### src/rtl/proc_pkg.sv
// rtl/proc_pkg.sv - shared constants and state encoding for the 9-bit processor control unit
package proc_pkg;

    localparam int DATA_W = 9;

    localparam logic [2:0] OP_MV  = 3'b000;
    localparam logic [2:0] OP_MVI = 3'b001;
    localparam logic [2:0] OP_ADD = 3'b010;
    localparam logic [2:0] OP_SUB = 3'b011;

    typedef enum logic [1:0] {
        T0 = 2'd0,
        T1 = 2'd1,
        T2 = 2'd2,
        T3 = 2'd3
    } state_t;

endpackage

### src/rtl/dec3to8.sv
// rtl/dec3to8.sv - 3-bit to 8-bit one-hot decoder with enable
module dec3to8 (
    input  logic [2:0] w,
    input  logic       en,
    output logic [7:0] y
);

    assign y = en ? (8'b0000_0001 << w) : 8'b0;

endmodule

### src/rtl/proc_ctrl.sv
// rtl/proc_ctrl.sv - instruction step sequencer driving bus selects, load enables and ALU control
module proc_ctrl
    import proc_pkg::*;
(
    input  logic              Clock,
    input  logic              Resetn,
    input  logic              Run,
    input  logic [DATA_W-1:0] DIN,
    output logic [7:0]        Rout,
    output logic              Gout,
    output logic              DINout,
    output logic [7:0]        Rin,
    output logic              Ain,
    output logic              Gin,
    output logic              AddSub,
    output logic              Done,
    output logic              Busy
);

    state_t            state;
    state_t            state_next;
    logic [DATA_W-1:0] ir;
    logic [7:0]        x_onehot;
    logic [7:0]        y_onehot;
    logic [2:0]        opcode;
    logic              is_arith;

    assign opcode   = ir[8:6];
    assign is_arith = (opcode == OP_ADD) || (opcode == OP_SUB);

    dec3to8 u_dec_x (.w(ir[5:3]), .en(1'b1), .y(x_onehot));
    dec3to8 u_dec_y (.w(ir[2:0]), .en(1'b1), .y(y_onehot));

    always_ff @(posedge Clock or negedge Resetn) begin
        if (!Resetn) begin
            state <= T0;
            ir    <= '0;
        end else begin
            state <= state_next;
            if (state == T0 && Run) begin
                ir <= DIN;
            end
        end
    end

    always_comb begin
        state_next = state;
        Rout       = 8'b0;
        Gout       = 1'b0;
        DINout     = 1'b0;
        Rin        = 8'b0;
        Ain        = 1'b0;
        Gin        = 1'b0;
        AddSub     = 1'b0;
        Done       = 1'b0;
        Busy       = 1'b0;
        case (state)
            T0: begin
                if (Run) begin
                    state_next = T1;
                end
            end
            T1: begin
                Busy = 1'b1;
                case (opcode)
                    OP_MV: begin
                        Rout       = y_onehot;
                        Rin        = x_onehot;
                        Done       = 1'b1;
                        state_next = T0;
                    end
                    OP_MVI: begin
                        DINout     = 1'b1;
                        Rin        = x_onehot;
                        Done       = 1'b1;
                        state_next = T0;
                    end
                    OP_ADD, OP_SUB: begin
                        Rout       = x_onehot;
                        Ain        = 1'b1;
                        state_next = T2;
                    end
                    default: begin
                        Done       = 1'b1;
                        state_next = T0;
                    end
                endcase
            end
            // T2/T3 only make sense for add/sub; anything else falls back to idle silently.
            T2: begin
                state_next = T0;
                if (is_arith) begin
                    Busy       = 1'b1;
                    Rout       = y_onehot;
                    Gin        = 1'b1;
                    AddSub     = (opcode == OP_SUB);
                    state_next = T3;
                end
            end
            T3: begin
                state_next = T0;
                if (is_arith) begin
                    Busy = 1'b1;
                    Gout = 1'b1;
                    Rin  = x_onehot;
                    Done = 1'b1;
                end
            end
            default: state_next = T0;
        endcase
    end

endmodule

### config.mk
export PLATFORM = sky130hd
export DESIGN_NAME = proc_ctrl
export DESIGN_NICKNAME = d
export VERILOG_FILES = /design/src/rtl/proc_pkg.sv /design/src/rtl/dec3to8.sv /design/src/rtl/proc_ctrl.sv
export SDC_FILE = /design/constraint.sdc
export NUM_CORES = 1
export LEC_CHECK = 0
export ABC_CLOCK_PERIOD_IN_PS = 2250
export BUFFER_PORTS_ARGS = -buffer_cell sky130_fd_sc_hd__buf_4
export CAP_MARGIN = 20
export CORE_MARGIN = 5
export CORE_UTILIZATION = 49
export DETAILED_ROUTE_END_ITERATION = 10
export PLACE_DENSITY_LB_ADDON = 0.25
export SLEW_MARGIN = 20
export SYNTH_ARGS = -nofsm -noshare
export SYNTH_HDL_FRONTEND = slang
export SYNTH_SLANG_ARGS = --single-unit
### constraint.sdc
create_clock -name Clock -period 2.25 [get_ports Clock]
set_input_delay 0.1125 -clock Clock [delete_from_list [all_inputs] [get_ports Clock]]
set_output_delay 0.1125 -clock Clock [all_outputs]
set_load 0.1 [all_outputs]
==> flow_metrics.py <==
metrics = {
    "grt": {
        "gr-total-overflow": 0,
        "grt_pass1_vias": 853,
        "track_usage": 0.194,
        "grt_first_pass_wirelength_um": 3790,
        "grt_max_degree": 12,
        "antenna_found_initial": 0,
    },
    "die": {
        "core_area_um2": 1510,
        "io_pins": 35,
        "dieArea_um2": 2500,
        "num_rows": 14,
        "start_util": 0.522,
        "die_h_um": 50.0,
        "die_w_um": 50.0,
    },
    "drt": {
        "drc": 0,
        "firstDrtPassIters": 4,
        "via_per_inst": 5.74,
        "drtIter0Drc": 6,
        "ant_nets": 0,
        "routed_wl_um": 2330,
        "dr_total_vias": 781,
        "wl_per_cell_um": 17.1,
    },
    "min_path": {
        "hold_path_class": "in2reg",
    },
    "run": {
        "max_cap_violations": 0,
    },
    "place": {
        "placed_cell_area_um2": 1170,
        "dp_slack_ns": 0.210,
        "place_congestion": 0.776,
        "io_buffer_count": 34,
        "place_inst": 129,
        "dp_hpwl_um": 1820,
    },
    "clocking": {
        "clockBufferDepth": 2,
        "worstSkewPairLatency_ns": 0.27,
        "cts_made_buffers": 3,
        "cts_root_buffer": "clkbuf_4",
        "tritoncts": "done",
        "path_clk_slew_ns": 0.07,
        "htree_num_levels": 1,
        "clkSinkCount": 11,
    },
    "sta": {
        "finalCritPeriodShare": 0.958,
        "hold_viol": 0,
        "finClkSkew_ns": 0.00590,
        "period_needed_ns": 2.16,
        "relSlewSlack": 0.711,
        "setup_violations": 0,
        "worst_slack_ns": 0.0946,
        "slew_viol_final": 0,
        "fmax_mhz": 464,
        "worst_slew_pin_slew_ns": 0.433,
    },
    "setup_path": {
        "worst_ep_arrival_time_ns": 2.04,
        "setup.worst_path.end_class": "output pin",
        "cp_slowest_stage_delay_ns": 0.43,
        "worst-path-buf-inv": 2,
        "critPathKind": "reg2out",
        "path_cells": "inv_1 -> ha_2 -> nor3b_4 -> a21oi_4 -> o32ai_2 -> buf_6",
        "critPathLaunchType": "register",
        "path_delay_family": "flip-flops",
        "crit_required_ns": 2.14,
        "crit_fanout": 8,
        "cp_slowest_cell": "dfrtp_2",
    },
    "yosys": {
        "ys_warn_count": 0,
        "async_reset_ff_frac": 1.00,
        "synth_seq_area_share": 0.350,
        "synth.avg_cell_area_um2": 9.82,
        "synthDistinctLibCells": 26,
        "syn_area_um2": 786,
        "synthCells": 80,
        "syn_nets": 97,
        "synth_enable_flop_cells": 0,
        "synth_flop_cell": "dfrtp_1",
        "ys_ff_latch": 11,
    },
    "outcome": {
        "status": "finished clean",
    },
    "final_layout": {
        "antenna_cells": 0,
        "layout_common_cells": "buf_4 (29), mux2_2 (11), dfrtp_1 (10)",
        "final_cells": 136,
        "layout_commonest_cell": "buf_4",
        "design_area_um2": 1290,
        "final_layout_size_suffix_gt1_frac": 0.633,
        "final_nets": 138,
        "area_growth_pct": 64.5,
    },
}
==> final cells by class <==
type	instances	area, um2
Multi-Input combinational cell	64	636
Timing Repair Buffer	37	319
Sequential cell	11	277
Fill cell	87	214
Clock buffer	4	26.3
Tap cell	16	20.0
Inverter	4	15.0
==> metrics by stage <==
| stage | util | setup TNS [ns] | hold WS, ns |
|---|---|---|---|
| floorplan | - | -1.36 | -0.183 |
| global route | 0.858 | -0.00718 | 0.0768 |
| global placement | 0.774 | 0 | -0.0515 |
| finish | 0.858 | 0 | 0.0727 |
| detailed placement | 0.774 | 0 | -0.0509 |
| CTS | 0.811 | 0 | 0.0688 |
==> cells by family after synthesis <==
logic type / after synthesis / share of synthesized area
compound gates: 14 / 0.131
fa+ha+maj: 5 / 0.0796
buf+inv: 5 / 0.0334
flops: 11 / 0.350
mux: 11 / 0.158
simple gates: 34 / 0.248
==> synth_stat cells (2+ instances only) <==
| master | count | area, um2 |
|---|---|---|
| and2b_1 | 2 | 15.0 |
| nor2_1 | 9 | 33.8 |
| o32ai_1 | 7 | 61.3 |
| nand4_1 | 2 | 12.5 |
| nand3_1 | 2 | 10.0 |
| mux2_2 | 11 | 124 |
| nand3b_1 | 3 | 22.5 |
| a21oi_1 | 2 | 10.0 |
| o21ai_0 | 2 | 10.0 |
| inv_1 | 4 | 15.0 |
| ha_1 | 5 | 62.6 |
| dfrtp_1 | 11 | 275 |
| and2_1 | 2 | 12.5 |
| or2b_1 | 2 | 15.0 |
| nand2_1 | 5 | 18.8 |
==> state kept, by name, indices dropped and copies added (netlist names) <==
signal  count
ir          9
state       2
==> routing by layer <==
| metal | part of all wire | track usage |
|---|---|---|
| met5 | 0 | 0 |
| met2 | 0.53 | 0.356 |
| met3 | 0.050 | 0.0181 |
| met1 | 0.40 | 0.206 |
| met4 | 0.020 | 0.118 |
==> repair_timing <==
action                     in CTS  in global routing
hold endpoints to repair       11                  0
hold buffers                    1                  0
setup buffers                   0                  2
cloned                          0                  0
gates resized for setup         4                 14
setup endpoints to repair       8                 10
pin swaps                       0                  3
==> final timing paths <==
check / startpoint / endpoint / slack (ns) / depth (start not counted)
worst min register to register: ir[3] / ir[3] / 0.57 / 1
worst max-delay path: state[1] / Rout[0] / 0.09 / 6
min in group asynchronous: Resetn / ir[8] / 0.22 / 2
worst max register to register: state[0] / ir[5] / 0.80 / 4
max in group asynchronous: Resetn / state[1] / 1.87 / 2
worst min-delay path: DIN[8] / ir[8] / 0.07 / 2
Power is left out: the tool's default activity adds up to more than one toggle a clock period on the data nets, which glitch-free logic cannot reach.
